$ cat src/rtl/ttt_pkg.sv
// Shared types, board geometry and combinational board helpers for the
// tic-tac-toe turn controller. Board vectors pack cell i at bits [2i+1:2i].
package ttt_pkg;

  typedef enum logic [1:0] {
    EMPTY = 2'b00,
    PX    = 2'b01,
    PO    = 2'b10
  } cell_t;

  typedef enum logic [2:0] {
    S_IDLE,
    S_P1_WAIT,
    S_P2_WAIT,
    S_COMMIT,
    S_CHECK,
    S_OVER
  } state_t;

  localparam int NCELLS = 9;
  localparam int NLINES = 8;
  localparam int BOARD_W = 2 * NCELLS;

  localparam int LINES [NLINES][3] = '{
    '{0, 1, 2}, '{3, 4, 5}, '{6, 7, 8},
    '{0, 3, 6}, '{1, 4, 7}, '{2, 5, 8},
    '{0, 4, 8}, '{2, 4, 6}
  };

  function automatic logic has_line(input logic [BOARD_W-1:0] b, input cell_t p);
    logic hit;
    hit = 1'b0;
    for (int l = 0; l < NLINES; l++) begin
      if (b[2*LINES[l][0] +: 2] == p && b[2*LINES[l][1] +: 2] == p &&
          b[2*LINES[l][2] +: 2] == p)
        hit = 1'b1;
    end
    return hit;
  endfunction

  function automatic logic board_full(input logic [BOARD_W-1:0] b);
    logic full;
    full = 1'b1;
    for (int i = 0; i < NCELLS; i++) begin
      if (b[2*i +: 2] == EMPTY) full = 1'b0;
    end
    return full;
  endfunction

  // Scanning downward leaves the lowest empty index as the final assignment.
  function automatic logic [3:0] lowest_empty(input logic [BOARD_W-1:0] b);
    logic [3:0] idx;
    idx = 4'd0;
    for (int i = NCELLS - 1; i >= 0; i--) begin
      if (b[2*i +: 2] == EMPTY) idx = 4'(i);
    end
    return idx;
  endfunction

  function automatic logic is_legal(input logic [BOARD_W-1:0] b, input logic [3:0] pos);
    logic ok;
    ok = 1'b0;
    for (int i = 0; i < NCELLS; i++) begin
      if (pos == 4'(i) && b[2*i +: 2] == EMPTY) ok = 1'b1;
    end
    return ok;
  endfunction

endpackage

$ cat src/rtl/ttt_turn_controller_if.sv
// Move handshake and board/status bundle between the turn controller
// (slave) and its human input, CPU generator and display logic (master).
interface ttt_turn_controller_if;
  import ttt_pkg::*;

  logic               start;
  logic               move_valid;
  logic [3:0]         move_pos;
  logic               cpu_req;
  logic               cpu_valid;
  logic [3:0]         cpu_pos;
  logic [BOARD_W-1:0] board;
  logic [1:0]         turn;
  logic               move_err;
  logic [1:0]         winner;
  logic               game_over;

  modport slave (
    input  start, move_valid, move_pos, cpu_valid, cpu_pos,
    output cpu_req, board, turn, move_err, winner, game_over
  );

  modport master (
    output start, move_valid, move_pos, cpu_valid, cpu_pos,
    input  cpu_req, board, turn, move_err, winner, game_over
  );
endinterface

$ cat src/rtl/ttt_cell.sv
// One board cell: 2-bit register with write enable and a game-start clear.
module ttt_cell
  import ttt_pkg::*;
(
  input  logic  clock,
  input  logic  reset,
  input  logic  clr,
  input  logic  we,
  input  cell_t d,
  output cell_t q
);

  cell_t cell_d, cell_q;

  always_comb begin
    cell_d = cell_q;
    if (clr)     cell_d = EMPTY;
    else if (we) cell_d = d;
  end

  // NOTE: sequential state uses non-blocking assignment so every flop samples pre-edge values.
  always_ff @(posedge clock) begin
    if (!reset) cell_q <= EMPTY;
    else        cell_q <= cell_d;
  end

  assign q = cell_q;

endmodule

$ cat src/rtl/ttt_turn_controller.sv
// Turn sequencer for the 3x3 board: alternates X (human) and O (CPU),
// validates and commits moves, times out the human, and detects win/draw.
module ttt_turn_controller
  import ttt_pkg::*;
#(
  parameter int TIMEOUT_CYCLES = 50_000_000,
  parameter int CNT_W          = 26
) (
  input  logic                 clock,
  input  logic                 reset,
  ttt_turn_controller_if.slave bus
);

  localparam logic [CNT_W-1:0] TIMEOUT_LAST = CNT_W'(TIMEOUT_CYCLES - 1);

  state_t             state_d, state_q;
  cell_t              mover_d, mover_q;
  cell_t              winner_d, winner_q;
  logic [3:0]         pos_d, pos_q;
  logic [CNT_W-1:0]   cnt_d, cnt_q;
  logic [1:0]         turn_d, turn_q;
  logic               cpu_req_d, cpu_req_q;
  logic               move_err_d, move_err_q;
  logic               game_over_d, game_over_q;
  logic               clr;
  logic [NCELLS-1:0]  we;
  cell_t              cells [NCELLS];
  logic [BOARD_W-1:0] board;

  for (genvar i = 0; i < NCELLS; i++) begin : g_cell
    ttt_cell u_cell (
      .clock (clock),
      .reset (reset),
      .clr   (clr),
      .we    (we[i]),
      .d     (mover_q),
      .q     (cells[i])
    );
    assign board[2*i +: 2] = cells[i];
  end

  // pos_q is always a legal empty index by the time COMMIT is reached.
  always_comb begin
    we = '0;
    for (int i = 0; i < NCELLS; i++) begin
      if (state_q == S_COMMIT && pos_q == 4'(i)) we[i] = 1'b1;
    end
  end

  // NOTE: every always_comb output gets a default first so no path infers a latch.
  always_comb begin
    state_d    = state_q;
    mover_d    = mover_q;
    winner_d   = winner_q;
    pos_d      = pos_q;
    move_err_d = 1'b0;
    clr        = 1'b0;

    unique case (state_q)
      S_IDLE, S_OVER: begin
        if (bus.start) begin
          clr      = 1'b1;
          mover_d  = PX;
          winner_d = EMPTY;
          state_d  = S_P1_WAIT;
        end
      end
      S_P1_WAIT: begin
        if (bus.move_valid && is_legal(board, bus.move_pos)) begin
          pos_d   = bus.move_pos;
          state_d = S_COMMIT;
        end else begin
          move_err_d = bus.move_valid;
          if (cnt_q == TIMEOUT_LAST) begin
            pos_d   = lowest_empty(board);
            state_d = S_COMMIT;
          end
        end
      end
      S_P2_WAIT: begin
        if (bus.cpu_valid) begin
          pos_d   = is_legal(board, bus.cpu_pos) ? bus.cpu_pos : lowest_empty(board);
          state_d = S_COMMIT;
        end
      end
      S_COMMIT: state_d = S_CHECK;
      S_CHECK: begin
        if (has_line(board, mover_q)) begin
          winner_d = mover_q;
          state_d  = S_OVER;
        end else if (board_full(board)) begin
          winner_d = EMPTY;
          state_d  = S_OVER;
        end else begin
          mover_d = (mover_q == PX) ? PO : PX;
          state_d = (mover_q == PX) ? S_P2_WAIT : S_P1_WAIT;
        end
      end
      default: state_d = S_IDLE;
    endcase

    // Counter restarts on every entry to the human wait and saturates there.
    cnt_d = '0;
    if (state_q == S_P1_WAIT && state_d == S_P1_WAIT)
      cnt_d = (cnt_q == '1) ? cnt_q : cnt_q + 1'b1;

    turn_d      = (state_d == S_P1_WAIT) ? 2'b01 :
                  (state_d == S_P2_WAIT) ? 2'b10 : 2'b00;
    cpu_req_d   = (state_d == S_P2_WAIT);
    game_over_d = (state_d == S_OVER);
  end

  always_ff @(posedge clock) begin
    if (!reset) begin
      state_q     <= S_IDLE;
      mover_q     <= PX;
      winner_q    <= EMPTY;
      pos_q       <= '0;
      cnt_q       <= '0;
      turn_q      <= 2'b00;
      cpu_req_q   <= 1'b0;
      move_err_q  <= 1'b0;
      game_over_q <= 1'b0;
    end else begin
      state_q     <= state_d;
      mover_q     <= mover_d;
      winner_q    <= winner_d;
      pos_q       <= pos_d;
      cnt_q       <= cnt_d;
      turn_q      <= turn_d;
      cpu_req_q   <= cpu_req_d;
      move_err_q  <= move_err_d;
      game_over_q <= game_over_d;
    end
  end

  assign bus.board     = board;
  assign bus.turn      = turn_q;
  assign bus.cpu_req   = cpu_req_q;
  assign bus.move_err  = move_err_q;
  assign bus.winner    = winner_q;
  assign bus.game_over = game_over_q;

endmodule

$ cat src/flat_wrapper.sv
// flat-port wrapper written by rule: the top's interface ports become plain ports
module ttt_turn_controller_flat import ttt_pkg::*;
#(
  parameter int TIMEOUT_CYCLES = 50_000_000,
  parameter int CNT_W          = 26
)
  (clock, reset, bus_start, bus_move_valid, bus_move_pos, bus_cpu_valid, bus_cpu_pos, bus_cpu_req, bus_board, bus_turn, bus_move_err, bus_winner, bus_game_over);
  ttt_turn_controller_if bus_i ();
  input  logic clock;
  input  logic reset;
  input wire logic [$bits(bus_i.start)-1:0] bus_start;
  input wire logic [$bits(bus_i.move_valid)-1:0] bus_move_valid;
  input wire logic [$bits(bus_i.move_pos)-1:0] bus_move_pos;
  input wire logic [$bits(bus_i.cpu_valid)-1:0] bus_cpu_valid;
  input wire logic [$bits(bus_i.cpu_pos)-1:0] bus_cpu_pos;
  output wire logic [$bits(bus_i.cpu_req)-1:0] bus_cpu_req;
  output wire logic [$bits(bus_i.board)-1:0] bus_board;
  output wire logic [$bits(bus_i.turn)-1:0] bus_turn;
  output wire logic [$bits(bus_i.move_err)-1:0] bus_move_err;
  output wire logic [$bits(bus_i.winner)-1:0] bus_winner;
  output wire logic [$bits(bus_i.game_over)-1:0] bus_game_over;
  assign bus_i.start = bus_start;
  assign bus_i.move_valid = bus_move_valid;
  assign bus_i.move_pos = bus_move_pos;
  assign bus_i.cpu_valid = bus_cpu_valid;
  assign bus_i.cpu_pos = bus_cpu_pos;
  assign bus_cpu_req = bus_i.cpu_req;
  assign bus_board = bus_i.board;
  assign bus_turn = bus_i.turn;
  assign bus_move_err = bus_i.move_err;
  assign bus_winner = bus_i.winner;
  assign bus_game_over = bus_i.game_over;
  ttt_turn_controller #(.TIMEOUT_CYCLES(TIMEOUT_CYCLES), .CNT_W(CNT_W)) u_core (.clock(clock), .reset(reset), .bus(bus_i));
endmodule
$ cat config.mk
export PLATFORM = sky130hd
export DESIGN_NAME = ttt_turn_controller_flat
export DESIGN_NICKNAME = d
export VERILOG_FILES = /design/src/rtl/ttt_pkg.sv /design/src/rtl/ttt_turn_controller_if.sv /design/src/rtl/ttt_cell.sv /design/src/rtl/ttt_turn_controller.sv /design/src/flat_wrapper.sv
export SDC_FILE = /design/constraint.sdc
export NUM_CORES = 1
export LEC_CHECK = 0
export ABC_AREA = 1
export BUFFER_PORTS_ARGS = -buffer_cell sky130_fd_sc_hd__clkbuf_2
export CAP_MARGIN = 5
export CORE_ASPECT_RATIO = 0.7
export CORE_MARGIN = 2
export CORE_UTILIZATION = 62
export CTS_BUF_LIST = sky130_fd_sc_hd__clkbuf_8 sky130_fd_sc_hd__clkbuf_16
export DETAILED_ROUTE_END_ITERATION = 6
export GPL_TIMING_DRIVEN = 0
export HOLD_SLACK_MARGIN = 0.06
export PLACE_DENSITY = 0.91
export SLEW_MARGIN = 30
export SYNTH_ARGS = -nofsm -noshare
export SYNTH_HDL_FRONTEND = slang
export SYNTH_SLANG_ARGS = --single-unit
$ cat constraint.sdc
create_clock -name clock -period 3.2 [get_ports clock]
set_input_delay 0.96 -clock clock [delete_from_list [all_inputs] [get_ports clock]]
set_output_delay 0.96 -clock clock [all_outputs]
set_load 0.02 [all_outputs]
After elaboration in Yosys (flattened, before gate mapping)
Index checks and enable logic that the tools add are counted.

Bits in registers: 60. Memories kept: 0. Latch bits: 0. Bits in writable memories: 0. Bits in read-only memories: 0. Word-level logic and storage cells: 225.

$add $sub $neg: 1. Mux-type cells: 85. Shifts and indexed selects: 0. Divide/modulo/power cells: 0. Magnitude comparators: 0. Equal/unequal tests: 50. Reductions and logical operators: 68. Multiply operators: 0. Bitwise gates (word level): 2.

Operator list (number): 2-to-1 mux 1 bit (53); == test 26 bit, second input constant (2); 2-to-1 mux 4 bit (13); == test 4 x 3 -> 1 bit, second input constant (12); logical AND 1 bit (45); adder 26 x 1 -> 26 bit, second input constant (1); == test 4 x 2 -> 1 bit, second input constant (6); == test 2 bit (9); zero test 2 bit (9); 2-to-1 mux 2 bit (9); 2-to-1 mux 3 bit (6); one-hot mux 3 bit (5 select lines) (1); == test 4 x 1 -> 1 bit, second input constant (3); == test 4 bit, second input constant (3); zero test 4 bit (3); == test 3 x 2 -> 1 bit, second input constant (3); == test 3 bit, second input constant (3); != test 2 bit, second input constant (4); one-hot mux 2 bit (2 select lines) (2); one-hot mux 4 bit (2 select lines) (1); == test 3 x 1 -> 1 bit, second input constant (2); != test 3 x 1 -> 1 bit, second input constant (2); AND reduction 3 bit (2); OR reduction 2 bit (3); other kinds (7) (9).

Logic depth before layout (Yosys ltp)
Gate-level depths: netlist of run 1.

Depth after elaboration: 20. Mapped depth: 15. Mapped depth without buffers: 14.

Modules after synthesis
A second synthesis of run 1 with hierarchy kept.

Cells, all modules: 609. Area, all modules: 3739.8 µm².

Modules (own cells, without submodules): ttt_turn_controller (instances 1, seq. area each 840.8 µm², cells an instance 510, area each 3052.9 µm²); ttt_cell (instances 9, seq. area each 40.0 µm², cells an instance 11, area each 76.3 µm²).

Worst setup path before layout of run 1
Ideal clock, no wire load.

Path type: input -> register. Start point: input port bus_move_pos[1]. End point: register u_core.pos_q[1]. Arrival time: 1.891 ns. Setup time: 0.116 ns. Path slack: 1.193 ns. Required time: 3.084 ns. Cell stages on the path: 12. Cells stage by stage: nor2_1 -> nand3_1 -> nor2_1 -> a21oi_2 -> nand3_2 -> nand2_4 -> nand2_1 -> nand2_1 -> inv_2 -> nand2_1 -> nor2_1 -> nor2_1.

Cells in the longest elaborated chain, start to end: 15.

RTL lines: from (decl) (line flat_wrapper.sv:13) `input wire logic [$bits(bus_i.move_pos)-1:0] bus_move_pos;`; zero test 4 bit (line ttt_pkg.sv:64) `if (pos == 4'(i) && b[2*i +: 2] == EMPTY) ok = 1'b1;`; logical AND 1 bit (line ttt_pkg.sv:64); 2-to-1 mux 1 bit (9 in series) (line ttt_pkg.sv:64); 2-to-1 mux 1 bit (line ttt_turn_controller.sv:59) `unique case (state_q)`; logical AND 1 bit (line ttt_turn_controller.sv:69) `if (bus.move_valid && is_legal(board, bus.move_pos)) begin`; != test 3 x 1 -> 1 bit (no source line) / 2-to-1 mux 4 bit (equally long branches); AND reduction 3 bit (no source line) / one-hot mux 4 bit (2 select lines) (equally long branches); to (signal assigned) (line ttt_turn_controller.sv:128) `pos_q <= pos_d;`; to (decl) (line ttt_turn_controller.sv:19) `logic [3:0] pos_d, pos_q;`.

Parallel ways exist; a longest one is shown, timed or not. The select of a mux whose other input is x is not followed. A chain may end at the register's enable or synchronous reset.

Worst setup path after layout of run 1
Start point: input port bus_move_pos[1]. End point: register u_core.pos_q[2].

Cells in the longest elaborated chain, start to end: 15.

RTL lines (line): zero test 4 bit (ttt_pkg.sv:64); logical AND 1 bit (ttt_pkg.sv:64); 2-to-1 mux 1 bit (8 in series) (ttt_pkg.sv:64); 2-to-1 mux 1 bit * (ttt_pkg.sv:64); 2-to-1 mux 1 bit * (ttt_turn_controller.sv:59); logical AND 1 bit * (ttt_turn_controller.sv:69); != test 3 x 1 -> 1 bit (no source line) / 2-to-1 mux 4 bit (equally long branches); AND reduction 3 bit (no source line) / one-hot mux 4 bit (2 select lines) (equally long branches).

Every way passes the cells marked *; elsewhere a longest branch is shown, timed or not. The select of a mux whose other input is x is not followed.

==> results of run 1 <==
-- worst max-delay path, delay by kind of cell --
family	cells	cell delay, ps
buffers and inverters	2	280
and+or+nand+nor	11	1190
-- sequential cells by signal (all words and copies together) (netlist names) --
| register | cells |
|---|---|
| u_core.pos_q | 4 |
| u_core.bus.move_err | 1 |
| u_core.bus.game_over | 1 |
| u_core.state_q | 3 |
| u_core.bus.cpu_req | 1 |
| u_core.g_cell.u_cell.q | 18 |
| u_core.cnt_q | 26 |
| u_core.bus.winner | 2 |
| u_core.bus.turn | 2 |
| u_core.mover_q | 2 |
-- worst min-delay path by stage --
stage	slack, ps	cells past startpoint	end
after global placement	470	2	u_core.cnt_q[23]$_SDFFE_PN0P_
final	490	2	u_core.cnt_q[1]$_SDFFE_PN0P_
after CTS	490	2	u_core.cnt_q[1]$_SDFFE_PN0P_
after floorplan	450	2	u_core.cnt_q[23]$_SDFFE_PN0P_
after detailed placement	480	2	u_core.cnt_q[1]$_SDFFE_PN0P_
after global routing	520	2	u_core.bus.winner[1]$_SDFFE_PN0P_
-- metrics by stage --
step                      instances  worst slack [ps]  total power [W]
after floorplan                 603              1190         0.000983
after global placement          718               819          0.00103
after detailed placement        718               726          0.00105
after CTS                       734              1080          0.00185
after global routing            734               841          0.00191
final                           734              1020          0.00186
-- layout by cell type (no fill, tap or decap), types with 3 or more instances in the layout --
master    instances
xnor2_1           3
nor4_2            6
a211oi_1         18
o21ai_1           3
buf_4             4
nand4_1          14
nand3_1          40
nand2_4           4
a21oi_1          11
nor3_2            7
a31oi_1           7
inv_2            13
nand2_1         146
o21ai_0           6
nand3_2           3
nor2_2            8
buf_6             4
xor2_1           15
clkbuf_8         11
clkbuf_2         37
inv_1            69
dfxtp_1          60
nor2_1          114
nor3_1           12
nand2_2          14
-- synthesized netlist by cell type, drive strengths merged --
cell / number
nor4: 8
xor2: 15
clkbuf: 1
nand3: 43
a21oi: 13
o211ai: 1
or2: 2
inv: 82
nor3: 21
nor3b: 1
ha: 1
nor2: 126
a31oi: 7
o21ai: 9
dfxtp: 60
nand4: 15
xnor2: 3
nand2: 164
buf: 10
a211oi: 19
o21bai: 2
-- final cells by class --
cell class,instances,area (um2)
inverters,82,308
flip-flops and latches,60,1200
clock buffers,11,151
well taps,78,97.6
multi-input cells,450,2340
clock inverters,5,83.8
plain buffers,11,88.8
fillers,515,1730
repair buffers,37,185
-- routing by layer --
metal,wire [um],track usage (%),up-vias
met3,1170,8.60,22
met1,5100,47.8,1983
li1,-,-,2018
met2,4770,48.3,226
met5,0,0,-
met4,152,8.83,0
-- kinds of logic after synthesis --
kind of cell / count (synthesis) / share of synthesized area, %
flip-flops: 60 / 30.5
buffers and inverters: 93 / 10.1
AND/OR/NAND/NOR: 380 / 46.5
AO/OA/AOI/OAI: 51 / 8.52
adder cells (fa/ha/maj): 1 / 0.318
XOR/XNOR: 18 / 4.01
-- where the power goes --
group	switching, W	internal, W
combinational	0.000184	0.0000741
clock	0.000326	0.000482
sequential	0.0000232	0.000767
total	0.000533	0.00132
==> results.ini, run 1 <==
[place]
place_congestion=1.03
portBuffers=37
placed_cell_area_um2=4220
dp_hpwl_mm=8.29

[job]
maxCapViolCount=0

[synthesis]
netlist_instances=603
netlist_area_um2=3930
synth_nets=617
yosys_warnings=0
yosysTopAreaCellShare_pct=30.5
synth_seq_cells=60
synthTopCellsByArea=dfxtp_1, nand2_1, nor2_1, inv_1, nand3_1
synth_area_leader_cell=dfxtp_1
yosysSeqAreaShare_pct=30.5
syn_avg_cell_area_um2=6.52
synthDistinctLibCells=38

[clocking]
clock_path_buffers=2
clockRootBuffer=clkbuf_8
cts_sinks=60
cts_setup_buffers=0
ctsResizeCount=0
cts_tree=yes
numCtsBuffers=9
clk_latency_ps=350
cts_htree_levels=3
clk_pin_slew_ps=70
hold_buffers=0

[grt]
overflow=0
grt_pass1_wl_mm=18.5
grt_pass1_vias=3906
grt_util_all_layers_pct=32.8
grt_max_degree=12
antenna_found_initial=0

[min_path]
hp-start=u_core.cnt_q[1]$_SDFFE_PN0P_
worstHoldPathType=register to register

[floorplan]
num_rows=24
core_area_um2=6190
initial_core_util_pct=63.6
die_h_um=70.6
die_w_um=99.2
ios=38
dieArea_um2=7010

[finish]
drive_above_1_share_pct=20.0
utilization_pct=72.0
antenna_cells=0
area_delta_synth_final_pct=13.2
layout.nets=665
design_area_um2=4450

[power]
leakage_nw=1.90
p_per_area_nw_per_um2=417
ir_drop_v=0.000360

[setup_path]
crit_type=input port to register
crit_fanout=10
slowest_delay_ps=240
path_cells=clkbuf_2, nor2_1, nand2_1, nand3_1, nand3_1, nand3_2, nand2_4, nand2_1, nand2_1, inv_2, nand2_1, nor2_1, nor2_1
cp.required_ps=3440
rrSetupSlack_ps=1020
crit_path_top_delay_cell=nor2_1
cpMostUsedCell=nand2_1
critPathCaptureType=register
cp-endpoint=u_core.pos_q[2]$_SDFFE_PN0P_
r2r_end=u_core.cnt_q[9]$_SDFFE_PN0P_
worst_setup_path_start_kind=input port
rr_worst_depth=10
arrival_ps=2420
reg2reg_from=u_core.cnt_q[0]$_SDFFE_PN0P_
crit_start=bus_move_pos[1]

[run_status]
status=finished clean

[sta]
skew_ps=8.79
tightest_slew_ps=541
slew_violations=0
setup_viol=0
finalHoldViolations=0
rsz0062_at_grt=no
min_period_over_period_pct=68.2
fin_tns_setup_ps=0
min_period_ps=2180
slew_headroom_pct=63.6
holdWs_ps=488
fmax_mhz=458

[routing]
drt_iter0_drc=492
viasPerCell=5.79
firstDrtPassIters=5
wl_mm=11.2
detail_route.wl_per_cell_um=15.3
num_vias=4249
drc_errors=0
ant_nets=0

(Power assumes the default switching activity.)
==> run 2, diff against run 1 <==
--- a/config.mk
+++ b/config.mk
@@ -10,12 +10,12 @@
 export CAP_MARGIN = 5
 export CORE_ASPECT_RATIO = 0.7
 export CORE_MARGIN = 2
-export CORE_UTILIZATION = 62
+export CORE_UTILIZATION = 54
 export CTS_BUF_LIST = sky130_fd_sc_hd__clkbuf_8 sky130_fd_sc_hd__clkbuf_16
 export DETAILED_ROUTE_END_ITERATION = 6
 export GPL_TIMING_DRIVEN = 0
 export HOLD_SLACK_MARGIN = 0.06
-export PLACE_DENSITY = 0.91
+export PLACE_DENSITY = 0.85
 export SLEW_MARGIN = 30
 export SYNTH_ARGS = -nofsm -noshare
 export SYNTH_HDL_FRONTEND = slang
==> constraint.sdc (replaced) <==
create_clock -name clock -period 2 [get_ports clock]
set_input_delay 0.6 -clock clock [delete_from_list [all_inputs] [get_ports clock]]
set_output_delay 0.6 -clock clock [all_outputs]
set_load 0.02 [all_outputs]
==> run 2 against run 1 <==
Effect of this change:
- critical path depth is 4 lower
- die area is 14% higher
- clock skew is 2.9 ps lower
- critical path type is now register to register
- largest cell class unchanged
==> results.ini, run 2 (same netlist as run 1, synthesis figures left out) <==
[floorplan]
die_h_um=75.4  ; +6.7%
num_rows=25  ; +4.2%
core_area_um2=6910  ; +12%
dieArea_um2=7990  ; +14%
initial_core_util_pct=56.9  ; -6.7 points
die_w_um=106  ; +6.9%
ios=38  ; unchanged

[sta]
slew_violations=0  ; unchanged
fmax_mhz=534
min_period_over_period_pct=93.7
slew_headroom_pct=62.3  ; -1.4 points
fin_tns_setup_ps=0  ; unchanged
min_period_ps=1870
skew_ps=5.89  ; -2.91 ps
holdWs_ps=487  ; -0.508 ps
finalHoldViolations=0  ; unchanged
rsz0062_at_grt=no
setup_viol=0  ; unchanged
tightest_slew_ps=562  ; +20.5 ps
setup_slack_ps=126  ; -893 ps

[routing]
num_vias=4101  ; -3.5%
detail_route.wl_per_cell_um=14.2  ; -6.7%
viasPerCell=5.45  ; -5.9%
firstDrtPassIters=5  ; unchanged
ant_nets=0  ; unchanged
drt_iter0_drc=397  ; -19%
drc_errors=0  ; unchanged
wl_mm=10.7  ; -4.3%

[grt]
grt_max_degree=11  ; -1
grt_util_all_layers_pct=27.8  ; -5.0 points
grt_pass1_vias=3563  ; -8.8%
overflow=0  ; unchanged
grt_pass1_wl_mm=17.2  ; -6.8%
antenna_found_initial=0  ; unchanged

[finish]
largest_register_ffs=26  ; unchanged
nFillCells=646  ; +25%
regMostFlops=u_core.cnt_q
drive_above_1_share_pct=20.9  ; +0.97 points
mostFrequentLayoutCell=nand2_1
layout.nets=669  ; +0.60%
mostFrequentLayoutCells=nand2_1, nor2_1, inv_1, dfxtp_1, nand3_1
antenna_cells=0  ; unchanged
area_delta_synth_final_pct=14.2

[clocking]
clk_latency_ps=350  ; about the same
numCtsBuffers=9  ; unchanged
cts_htree_levels=3  ; unchanged
hold_buffers=0  ; unchanged
clk_pin_slew_ps=70  ; about the same
cts_sinks=60  ; unchanged
clock_path_buffers=2  ; unchanged
cts_tree=yes
clockRootBuffer=clkbuf_8

[power]
p_switching_w=0.000821  ; +54%
seqPwrFrac_pct=44.3  ; +1.7 points
switching_share_pct=28.8  ; +0.056 points
ir_drop_v=0.000504  ; +40%
p_per_area_nw_per_um2=635  ; +52%
p_int_w=0.00203  ; +54%
p_clk_share_pct=41.8  ; -1.7 points
p_comb_share_pct=13.9  ; about the same
power.total_w=0.00285  ; +54%
leakage_nw=1.91  ; +0.88%

[job]
maxCapViolCount=0  ; unchanged

[min_path]
worstHoldPathType=register to register

[setup_path]
worst_setup_path_start_kind=register
crit_type=register to register
arrival_ps=2150  ; -270 ps
crit_fanout=10  ; unchanged
critPathCaptureType=register
cp.required_ps=2270  ; -1170 ps

[place]
dp_hpwl_mm=8.37  ; +0.98%
place_congestion=0.992  ; -4.0%
portBuffers=37  ; unchanged
place_ws_ps=-90.4  ; -817 ps

[run_status]
status=finished clean

==> run 2: per-stage QoR <==
| step | instances | utilization (%) | area [um2] |
|---|---|---|---|
| 5_1_grt | 753 | 65.0 | 4490 |
| 6_report | 753 | 65.0 | 4490 |
| 3_5_place_dp | 734 | 61.3 | 4240 |
| 2_1_floorplan | 603 | - | 3930 |
| 4_1_cts | 749 | 64.3 | 4450 |
| 3_3_place_gp | 734 | 61.3 | 4240 |
==> run 2: worst max-delay path, cell delays in order (launching register included) <==
cell,delay (ps)
dfxtp_1,440
nor2_1,140
nand3_1,90
nand2_1,60
a21oi_2,150
nand3_2,160
nand2_4,170
nand3_2,200
buf_4,250
a21oi_1,130
==> run 2: final cells by class <==
class,instances,area (um2),area share (%)
inverter,82,308,6.85
tap,94,118,2.62
clock buffer,9,124,2.76
timing repair buffer,41,215,4.79
sequential,60,1200,26.8
multi-input combinational,450,2350,52.4
buffer,11,88.8,1.98
clock inverter,6,81.3,1.81
==> run 2: per-layer routing <==
metal  wire (um)  GRT usage, %  up-vias
met5           0             0        -
met4         170          8.19        0
met3        1350          9.07       20
met2        4130          38.3      218
met1        5060          41.1     1827
li1            -             -     2036
==> run 2: power by group through the flow <==
stage                     Sequential, W  Clock, W  Combinational [W]
after floorplan                 0.00129         0           0.000280
after global placement          0.00129         0           0.000373
after detailed placement        0.00129         0           0.000387
after CTS                       0.00126   0.00118           0.000389
after global routing            0.00127   0.00123           0.000443
final                           0.00126   0.00119           0.000397
==> run 2: final timing paths <==
kind                                                                 from                            end  slack [ps]  depth (start not counted)
worst max-delay path            u_core.g_cell[6].u_cell.q[1]$_SDFFE_PP0P_   u_core.cnt_q[0]$_SDFFE_PN0P_         130                          9
worst max register to register  u_core.g_cell[6].u_cell.q[1]$_SDFFE_PP0P_   u_core.cnt_q[0]$_SDFFE_PN0P_         130                          9
worst min-delay path                        u_core.cnt_q[23]$_SDFFE_PN0P_  u_core.cnt_q[23]$_SDFFE_PN0P_         490                          2
worst min register to register              u_core.cnt_q[23]$_SDFFE_PN0P_  u_core.cnt_q[23]$_SDFFE_PN0P_         490                          2
==> run 2: timing repair <==
action                     CTS  global route
buffers inserted             0             4
setup endpoints to repair   11            15
resized for setup            2             4
pin swaps                    0             2
==> run 3, diff against run 2 <==
--- a/config.mk
+++ b/config.mk
@@ -5,7 +5,6 @@
 export SDC_FILE = /design/constraint.sdc
 export NUM_CORES = 1
 export LEC_CHECK = 0
-export ABC_AREA = 1
 export BUFFER_PORTS_ARGS = -buffer_cell sky130_fd_sc_hd__clkbuf_2
 export CAP_MARGIN = 5
 export CORE_ASPECT_RATIO = 0.7
==> run 3 against run 2 <==
Effect of this change:
- the flow now finishes with violations (negative setup slack)
- combinational power fell by 20%
- final cell count decreased by 17%
- global-route usage up 3.9 points
- die area shrank 5.3%
- critical endpoint is now u_core.pos_q[0]$_SDFFE_PN0P_
- largest power group unchanged
==> results.ini, run 3 <==
[run_status]
status=complete, but fails checks
failed_checks=negative setup slack

[setup_path]
path_cells=buf_8, buf_6, or4_1, a311o_1, a31o_1, o31ai_2, o22ai_2, o31ai_2
crit_type=register to register
reg2reg_from=u_core.g_cell[0].u_cell.q[1]$_SDFFE_PP0P_
worst_setup_path_start_kind=register
crit_start=u_core.g_cell[0].u_cell.q[1]$_SDFFE_PP0P_
cpMostUsedCell=o31ai_2
crit_path_top_delay_cell=or4_1
cp.required_ps=2260  ; about the same
crit_fanout=7  ; -3
slowest_delay_ps=390  ; -50 ps
critPathCaptureType=register
arrival_ps=2490  ; +340 ps

[finish]
multi_input_area_um2=2660  ; +13%
drive_above_1_share_pct=35.0  ; +14 points
design_area_um2=4900  ; +9.0%
area_delta_synth_final_pct=31.8
largest_register_ffs=26  ; unchanged
nFillCells=452  ; -30%
mostFrequentLayoutCells=nor2_1, dfxtp_1, clkbuf_2, nor3_1
fin_cells=623  ; -17%
mostFrequentLayoutCell=nor2_1
antenna_cells=0  ; unchanged
layout.nets=538  ; -20%
regMostFlops=u_core.cnt_q
utilization_pct=73.2  ; +8.2 points
seq_area_um2=1250  ; +4.0%

[sta]
fin_tns_setup_ps=-3040  ; -3040 ps
setup_viol=37  ; +37
min_period_ps=2230  ; +355 ps
rsz0062_at_grt=yes
min_period_over_period_pct=111  ; +18 points
fmax_mhz=448  ; -16%
finalHoldViolations=0  ; unchanged
tightest_slew_ps=680  ; +118 ps
setup_slack_ps=-230  ; -355 ps
slew_headroom_pct=54.3  ; -7.9 points
skew_ps=8.90  ; +3.01 ps
slew_violations=0  ; unchanged

[synthesis]
yosysMostFrequentCell=nor2_1
synthDistinctLibCells=66  ; +74%
netlist_instances=465  ; -23%
yosys_warnings=0  ; unchanged
netlist_area_um2=3710  ; -5.6%
yosysTopAreaCellShare_pct=32.3  ; +1.8 points
async_flop_share_pct=0  ; unchanged
synth_area_leader_cell=dfxtp_1
synthTopCellsByCount=nor2_1, dfxtp_1, nor3_1
synth_ff_type=dfxtp_1
syn_avg_cell_area_um2=7.99  ; +22%
synth_edf_count=0  ; unchanged
synthTopCellsByArea=dfxtp_1, nor2_1, xor2_1, mux2i_1, and3_1
synth_seq_cells=60  ; unchanged
yosysSeqAreaShare_pct=32.3  ; +1.8 points
synth_nets=479  ; -22%

[floorplan]
num_rows=25  ; unchanged
ios=38  ; unchanged
dieArea_um2=7570  ; -5.3%
die_h_um=73.4  ; -2.7%
die_w_um=103  ; -2.7%
core_area_um2=6690  ; -3.2%
initial_core_util_pct=55.5  ; -1.4 points

[power]
leakage_nw=1.89  ; -1.4%
p_per_area_nw_per_um2=538  ; -15%
ir_drop_v=0.000414  ; -18%

[job]
maxCapViolCount=0  ; unchanged

[place]
portBuffers=34  ; -8.1%
dp_hpwl_mm=7.56  ; -9.6%
placed_cell_area_um2=4140  ; -2.3%
dp_cells=593  ; -19%
place_congestion=0.950  ; -4.2%

[grt]
grt_pass1_wl_mm=18.2  ; +5.9%
grt_util_all_layers_pct=31.7  ; +3.9 points
grt_pass1_vias=3747  ; +5.2%
grt_max_degree=13  ; +2
overflow=0  ; unchanged
antenna_found_initial=0  ; unchanged

[routing]
m1WireLength_mm=5.44  ; +7.5%
drc_errors=0  ; unchanged
wl_met2_mm=5.98  ; +45%
firstDrtPassIters=7  ; +2
num_vias=4384  ; +6.9%
ant_nets=0  ; unchanged
drt_iter0_drc=830  ; +110%
routed-wl-met3_mm=1.73  ; +27%
wl_mm=13.8  ; +29%
highest_layer=met4
viasPerCell=7.04  ; +29%
detail_route.wl_per_cell_um=22.1  ; +56%

[clocking]
clk_latency_ps=350  ; about the same
clockRootBuffer=clkbuf_8
cts_sinks=60  ; unchanged
cts_tree=yes
clk_pin_slew_ps=70  ; about the same
cts_htree_levels=3  ; unchanged
hold_buffers=0  ; unchanged
clock_path_buffers=2  ; unchanged
numCtsBuffers=9  ; unchanged

[min_path]
hp-start=u_core.cnt_q[4]$_SDFFE_PN0P_
worstHoldPathType=register to register

==> run 3: changes by cell type in the layout (fill, tap and decap cells not counted), moves of 10 or more <==
cell	delta
nor3_1	+14
nand2_2	-13
nor2_1	-56
and3_1	+18
dfxtp_1	-22
buf_4	+10
dfxtp_2	+14
nand3_1	-23
inv_2	-13
a211oi_1	-16
inv_1	-61
mux2i_1	+17
nand2_1	-121
==> run 3: metrics by stage <==
step | hold WS (ps) | power, W | setup WS (ps)
floorplan | 465 | 0.00139 | -170
finish | 533 | 0.00264 | -230
global route | 573 | 0.00270 | -265
CTS | 533 | 0.00257 | -247
detailed placement | 512 | 0.00146 | -578
global placement | 484 | 0.00145 | -571
==> run 3: cell families after synthesis <==
family	count (synthesis)	synth area share (%)
AO/OA/AOI/OAI	89	17.2
XOR/XNOR	28	6.60
adder cells (fa/ha/maj)	2	0.606
buffers and inverters	41	5.42
flip-flops	60	32.3
multiplexers	18	4.88
AND/OR/NAND/NOR	227	32.9
==> run 3: final cells by class <==
class	count	share of cell area, %
plain buffers	25	5.19
clock buffers	9	2.53
clock inverters	7	1.56
inverters	8	0.613
multi-input cells	364	54.3
flip-flops and latches	60	25.5
well taps	94	2.40
repair buffers	56	7.89
==> run 3: worst paths after layout <==
kind	end	slack (ps)	depth (start not counted)
max	u_core.pos_q[0]$_SDFFE_PN0P_	-230	8
min	u_core.cnt_q[4]$_SDFFE_PN0P_	530	2
max reg2reg	u_core.pos_q[0]$_SDFFE_PN0P_	-230	8
min reg2reg	u_core.cnt_q[4]$_SDFFE_PN0P_	530	2
==> run 3: repair_timing <==
action	CTS	global route
cloned	1	2
setup endpoints to repair	44	54
gates resized for setup	49	58
buffers inserted	10	9
pin swaps	21	24
==> run 3: routing by layer <==
layer	track usage, %	vias up
li1	-	1856
met1	42.1	2032
met2	46.7	401
met3	11.1	95
met4	13.5	0
met5	0	-
==> run 3: report_power, final <==
part           leakage (nW)  total [W]  internal (W)  switching (W)
clock                 0.101    0.00111      0.000581       0.000533
sequential            0.498    0.00121       0.00119      0.0000125
combinational          1.29   0.000316      0.000129       0.000187
==> run 3: worst max-delay path: cells and delay by family (launching register included) <==
family          cells  cell delay (ps)
buf+inv             2              250
flops               1              370
compound gates      5             1130
simple gates        1              390
